**config.mk**
```make
export PLATFORM = sky130hd
export DESIGN_NAME = mem_arbiter
export DESIGN_NICKNAME = d
export VERILOG_FILES = /design/src/rtl/mem_arbiter.sv
export SDC_FILE = /design/constraint.sdc
export NUM_CORES = 1
export LEC_CHECK = 0
export ABC_CLOCK_PERIOD_IN_PS = 2200
export BUFFER_PORTS_ARGS = -buffer_cell sky130_fd_sc_hd__buf_2
export CELL_PAD_IN_SITES_DETAIL_PLACEMENT = 1
export CELL_PAD_IN_SITES_GLOBAL_PLACEMENT = 1
export CORE_MARGIN = 5
export CORE_UTILIZATION = 29
export CTS_BUF_LIST = sky130_fd_sc_hd__clkbuf_8
export DETAILED_ROUTE_END_ITERATION = 10
export GPL_TIMING_DRIVEN = 0
export PLACE_DENSITY = 0.92
export SYNTH_ARGS = -nofsm -noshare
export SYNTH_HDL_FRONTEND = slang
export SYNTH_SLANG_ARGS = --single-unit
```
**constraint.sdc**
```tcl
create_clock -name clk -period 2.2 [get_ports clk]
set_input_delay 0.11 -clock clk [delete_from_list [all_inputs] [get_ports clk]]
set_output_delay 0.11 -clock clk [all_outputs]
set_load 0.02 [all_outputs]
```
**src/rtl/mem_arbiter.sv**
```systemverilog
// mem_arbiter: shares one memory port between instruction fetch (read-only)
// and load/store (read/write). One transaction in flight at a time, round-robin
// on ties, registered memory-side payload, response routed back to its owner,
// and a watchdog that forces a response if memory never answers.
module mem_arbiter #(
  parameter int AW      = 32,
  parameter int DW      = 32,
  parameter int TIMEOUT = 255
) (
  input  logic              clk,
  input  logic              rst_n,
  // instruction fetch requester
  input  logic              if_req,
  input  logic [AW-1:0]     if_addr,
  output logic              if_gnt,
  output logic              if_rvalid,
  output logic [DW-1:0]     if_rdata,
  // load/store requester
  input  logic              ls_req,
  input  logic              ls_we,
  input  logic [AW-1:0]     ls_addr,
  input  logic [DW-1:0]     ls_wdata,
  input  logic [DW/8-1:0]   ls_wmask,
  output logic              ls_gnt,
  output logic              ls_rvalid,
  output logic [DW-1:0]     ls_rdata,
  // memory port
  output logic              mem_req,
  output logic              mem_we,
  output logic [AW-1:0]     mem_addr,
  output logic [DW-1:0]     mem_wdata,
  output logic [DW/8-1:0]   mem_wmask,
  input  logic              mem_gnt,
  input  logic              mem_rvalid,
  input  logic [DW-1:0]     mem_rdata,
  // sticky protocol / timeout error
  output logic              err
);

  localparam int WMW = DW / 8;
  // Counter only needs to reach TIMEOUT; keep at least one bit when disabled.
  localparam int CW  = (TIMEOUT > 0) ? $clog2(TIMEOUT + 1) : 1;
  localparam logic [CW-1:0] TO_LIMIT     = CW'(TIMEOUT);
  localparam logic          WD_EN        = (TIMEOUT > 0) ? 1'b1 : 1'b0;
  localparam logic [DW-1:0] TIMEOUT_DATA = DW'(32'hDEADBEEF);

  localparam logic OWN_IF = 1'b0;
  localparam logic OWN_LS = 1'b1;

  typedef enum logic [1:0] {
    ST_IDLE = 2'd0,
    ST_REQ  = 2'd1,
    ST_WAIT = 2'd2
  } state_e;

  state_e           state_q;
  logic             owner_q;
  logic             last_q;
  logic [CW-1:0]    cnt_q;
  logic             err_q;
  logic             mem_req_q;
  logic             mem_we_q;
  logic [AW-1:0]    mem_addr_q;
  logic [DW-1:0]    mem_wdata_q;
  logic [WMW-1:0]   mem_wmask_q;

  logic             win_if_s;
  logic             win_ls_s;
  logic             rsp_real_s;
  logic             rsp_to_s;
  logic             rsp_valid_s;
  logic [DW-1:0]    rsp_data_s;
  logic             err_set_s;

  // Round-robin winner selection: on a tie the requester that did not own the
  // previous transaction wins; only meaningful (and only granted) in IDLE.
  always_comb begin
    win_if_s = 1'b0;
    win_ls_s = 1'b0;
    if (state_q == ST_IDLE) begin
      if (if_req && (!ls_req || (last_q == OWN_LS))) begin
        win_if_s = 1'b1;
      end else if (ls_req) begin
        win_ls_s = 1'b1;
      end else begin
        win_if_s = 1'b0;
        win_ls_s = 1'b0;
      end
    end else begin
      win_if_s = 1'b0;
      win_ls_s = 1'b0;
    end
  end

  assign if_gnt = win_if_s;
  assign ls_gnt = win_ls_s;

  // Response source: a real memory response wins over a coincident timeout.
  always_comb begin
    rsp_real_s  = 1'b0;
    rsp_to_s    = 1'b0;
    rsp_data_s  = '0;
    if (state_q == ST_WAIT) begin
      if (mem_rvalid) begin
        rsp_real_s = 1'b1;
        rsp_data_s = mem_rdata;
      end else if (WD_EN && (cnt_q == TO_LIMIT)) begin
        rsp_to_s   = 1'b1;
        rsp_data_s = TIMEOUT_DATA;
      end else begin
        rsp_real_s = 1'b0;
        rsp_to_s   = 1'b0;
      end
    end else begin
      rsp_real_s = 1'b0;
      rsp_to_s   = 1'b0;
    end
  end

  assign rsp_valid_s = rsp_real_s | rsp_to_s;

  // Route the response to the transaction owner; the other side sees zeros.
  always_comb begin
    if_rvalid = 1'b0;
    ls_rvalid = 1'b0;
    if_rdata  = '0;
    ls_rdata  = '0;
    if (rsp_valid_s) begin
      if (owner_q == OWN_LS) begin
        ls_rvalid = 1'b1;
        ls_rdata  = rsp_data_s;
      end else begin
        if_rvalid = 1'b1;
        if_rdata  = rsp_data_s;
      end
    end else begin
      if_rvalid = 1'b0;
      ls_rvalid = 1'b0;
    end
  end

  // Protocol violations and timeouts that latch the sticky error flag.
  always_comb begin
    err_set_s = 1'b0;
    if (rsp_to_s) begin
      err_set_s = 1'b1;
    end else if (mem_rvalid && (state_q != ST_WAIT)) begin
      err_set_s = 1'b1;
    end else if (mem_gnt && !mem_req_q) begin
      err_set_s = 1'b1;
    end else begin
      err_set_s = 1'b0;
    end
  end

  // Transaction FSM with registered memory-side payload, ownership and watchdog.
  always_ff @(posedge clk or negedge rst_n) begin
    if (!rst_n) begin
      state_q     <= ST_IDLE;
      owner_q     <= OWN_IF;
      last_q      <= OWN_LS;
      cnt_q       <= '0;
      err_q       <= 1'b0;
      mem_req_q   <= 1'b0;
      mem_we_q    <= 1'b0;
      mem_addr_q  <= '0;
      mem_wdata_q <= '0;
      mem_wmask_q <= '0;
    end else begin
      if (err_set_s) begin
        err_q <= 1'b1;
      end
      case (state_q)
        ST_IDLE: begin
          if (win_if_s) begin
            owner_q     <= OWN_IF;
            last_q      <= OWN_IF;
            mem_req_q   <= 1'b1;
            mem_we_q    <= 1'b0;
            mem_addr_q  <= if_addr;
            mem_wdata_q <= '0;
            mem_wmask_q <= '0;
            state_q     <= ST_REQ;
          end else if (win_ls_s) begin
            owner_q     <= OWN_LS;
            last_q      <= OWN_LS;
            mem_req_q   <= 1'b1;
            mem_we_q    <= ls_we;
            mem_addr_q  <= ls_addr;
            mem_wdata_q <= ls_wdata;
            mem_wmask_q <= ls_wmask;
            state_q     <= ST_REQ;
          end
        end
        ST_REQ: begin
          if (mem_gnt) begin
            mem_req_q <= 1'b0;
            cnt_q     <= '0;
            state_q   <= ST_WAIT;
          end
        end
        ST_WAIT: begin
          if (rsp_valid_s) begin
            state_q <= ST_IDLE;
          end else if (WD_EN) begin
            cnt_q <= cnt_q + CW'(1);
          end
        end
        default: begin
          mem_req_q <= 1'b0;
          state_q   <= ST_IDLE;
        end
      endcase
    end
  end

  assign mem_req   = mem_req_q;
  assign mem_we    = mem_we_q;
  assign mem_addr  = mem_addr_q;
  assign mem_wdata = mem_wdata_q;
  assign mem_wmask = mem_wmask_q;
  assign err       = err_q;

endmodule

```
==> metrics.txt <==
Routed wire per std cell=19.9 microns; post-route ant nets=0; First DRT Iteration DRCs=151; outcome=completed; Num CTS Buffers=9; final WL=19000 microns; Pint=4300 uW; P&R area growth vs syn=69.3%; Post-Synth XOR/XNOR Area=0.00224; Worst R2R Setup Slack=0.17 ns; layout cells sized above 1=0.433; number of remaining DRC errors=0; Synth Instances=406; Arr. time, crit path=1.97 ns; Post-Synth Simple-Gate Area=0.182; die span in x=126 microns; I/O pin count=278; GPL Wtd Cong=0.854; Starting Density=0.296; Synth area leaders=dfrtp_1 (52%), a22o_1 (8.3%), nor2_1 (6.7%), mux2i_1 (6.4%), nand2_1 (4.3%); combinational share of power=0.497; leakage=0.00351 uW; Peak VDD IR=0.000704 V; total global-route track usage=0.228; Synthesized Nets=546; Synth Area per Inst=9.65 sq um; worst setup path start=cnt_q[0]; number of H-tree levels=3; crit start category=flop; adder-cell share of the synthesized area=0.00319; CTS Root Cell=clkbuf_8; Net Sw Frac=0.451; routed vias=4671; slew margin rel.=0.565; post-synthesis cell type count=36; clock sink count=83; Final nets=911; largest family of logic cells by synthesized area=simple AND/OR/NAND/NOR gates; CTS tree=built; vias per cell=4.90; clk_skew=0.0191 ns; Max Clk Rate=480 MHz; mux contribution to synthesized area=0.0639; share of total power in sequential cells=0.341; clock group share of total power=0.163; Die H=126 microns; IO buf count=276; Core Area=0.0132 sq mm; Post-synth EDFFs=0; endpoints failing setup=0; period utilization=0.946; Tmin final=2.08 ns; Hold Path Class=in -> reg; RSZ-0062 raised after global routing=yes; final hold viol count=0; PwrDens=1180 mW/mm^2; Critical Path Fanout Max=10; critical path data required time=2.09 ns; CP Capture Point=if_rdata[9]; Synth area leader=dfrtp_1; number of max-cap violations=0; vias in the first global route=5299; crit path kind=reg -> out; setup_tns=0 ns; HPWL after DPL=12700 microns; Most used DFF post-synth=dfrtp_1; hold slack=0.0270 ns; slew at the pin with the worst max-slew slack=0.653 ns; Reg clk slew, reported paths=0.09 ns; max-slew violations=0; Rows=42; Worst R2R End=mem_wmask[2]; Post-Syn Area=0.00392 sq mm; clock buffer depth=2; pin count of the biggest net entering global routing=52; number of synthesized register bits=83; share of Yosys cell area claimed by the top area cell type=0.524; full die area=0.0159 sq mm; r2r worst-path depth=6; YS warnings=0; total grt overflow=0; DR pass1 iterations=4; Psw=3540 uW; complex-gate fraction of the synthesized area=0.172; later-pin clock latency in the skew report=0.36 ns; ys async rst share=1.00; initial antenna violation count=1; register area share after synthesis=0.531; reg2reg start=last_q; CP endpoint kind=primary output; first-pass GRT wire length=28800 microns
[worst max-delay path: stages, from the launching register on]
cell and delay [ns]:
dfrtp_1 0.36, ha_2 0.22, nand3_4 0.12, nor2_4 0.12, o211ai_1 0.12, buf_4 0.18
clkbuf_4 0.19, nor2_2 0.16, buf_4 0.16
[cell families after synthesis]
logic type,after synthesis
compound gates,98
simple gates,158
mux,25
flops,83
fa+ha+maj,1
buf+inv,40
xor+xnor,1
[cells in the mapped netlist (2+ instances only)]
| master | count |
|---|---|
| o22ai_1 | 7 |
| o21ai_1 | 13 |
| a22o_1 | 37 |
| mux2i_1 | 25 |
| a21oi_1 | 4 |
| dfrtp_1 | 82 |
| nor2b_1 | 27 |
| nand2_1 | 45 |
| o21ai_0 | 24 |
| nor2_1 | 70 |
| o211ai_1 | 5 |
| nand4_1 | 2 |
| clkbuf_1 | 15 |
| nand3_1 | 4 |
| buf_2 | 12 |
| buf_4 | 2 |
| inv_1 | 9 |
| or4_1 | 2 |
| o31ai_1 | 4 |
[cell type report]
type | count | area [sq um]
clock inverters | 7 | 98.8
repair buffers | 355 | 2210
well taps | 176 | 220
plain buffers | 29 | 153
multi-input cells | 283 | 1700
clock buffers | 9 | 124
diodes | 1 | 2.50
fillers | 1615 | 6610
inverters | 10 | 40.0
flip-flops and latches | 83 | 2080
[registers in the layout, summed over array words and instances (netlist names)]
name / count
state_q: 2
cnt_q: 8
mem_wmask: 4
owner_q: 1
last_q: 1
mem_we: 1
mem_wdata: 32
err: 1
mem_req: 1
mem_addr: 32
[metal layers]
metal / routed length [microns] / vias to the layer above / share of wire / GRT usage
met2: 10100 / 234 / 0.53 / 0.433
met3: 1410 / 41 / 0.075 / 0.0588
met5: 0 / - / 0 / 0
met1: 6910 / 2276 / 0.36 / 0.240
li1: - / 2120 / - / -
met4: 540 / 0 / 0.028 / 0.0845
[worst min path at each step]
stage / startpoint / end / slack, ns / depth (start not counted)
6_report: ls_addr[28] / mem_addr[28] / 0.03 / 3
5_1_grt: ls_addr[26] / mem_addr[26] / 0.04 / 3
3_5_place_dp: rst_n / mem_wdata[0] / 0.10 / 1
2_1_floorplan: rst_n / cnt_q[0] / -0.19 / 0
3_3_place_gp: if_addr[24] / mem_addr[24] / 0.31 / 3
4_1_cts: ls_addr[28] / mem_addr[28] / 0.005 / 3
[layout by cell type (no fill, tap or decap), types with 9 or more instances in the layout]
cell           instances
mux2i_1               25
a22o_1                37
clkbuf_1               9
dfrtp_1               81
dlygate4sd3_1         71
inv_1                  9
nand2_1               45
o21ai_0               24
nor2_1                63
buf_2                274
nor2b_1               27
buf_4                 25
o21ai_1               13
clkbuf_8               9
[metrics by stage]
| stage | worst slack, ns | power [uW] | instances | util | instance area, sq um |
|---|---|---|---|---|---|
| final | 0.118 | 7840 | 953 | 0.501 | 6630 |
| after global routing | -0.0311 | 8290 | 953 | 0.501 | 6630 |
| after CTS | 0.000917 | 7660 | 951 | 0.495 | 6560 |
| after detailed placement | -0.189 | 6240 | 859 | 0.419 | 5550 |
| after global placement | -0.112 | 6090 | 858 | 0.417 | 5520 |
| after floorplan | 0.447 | 4790 | 406 | - | 3920 |
[power groups by stage]
stage,clock (uW),combinational (uW),sequential (uW)
finish,1270,3890,2670
global route,1370,4170,2750
CTS,1290,3750,2620
detailed placement,0,3620,2610
global placement,0,3490,2600
floorplan,0,1440,3340
[timing repair]
action	CTS	global route
setup buffers	6	1
gates resized for setup	12	30
hold buffers	71	0
endpoints found under the hold margin	102	0
endpoints found under the setup margin	68	61
pin swaps	3	2
Power figures use the tool's default switching activity.
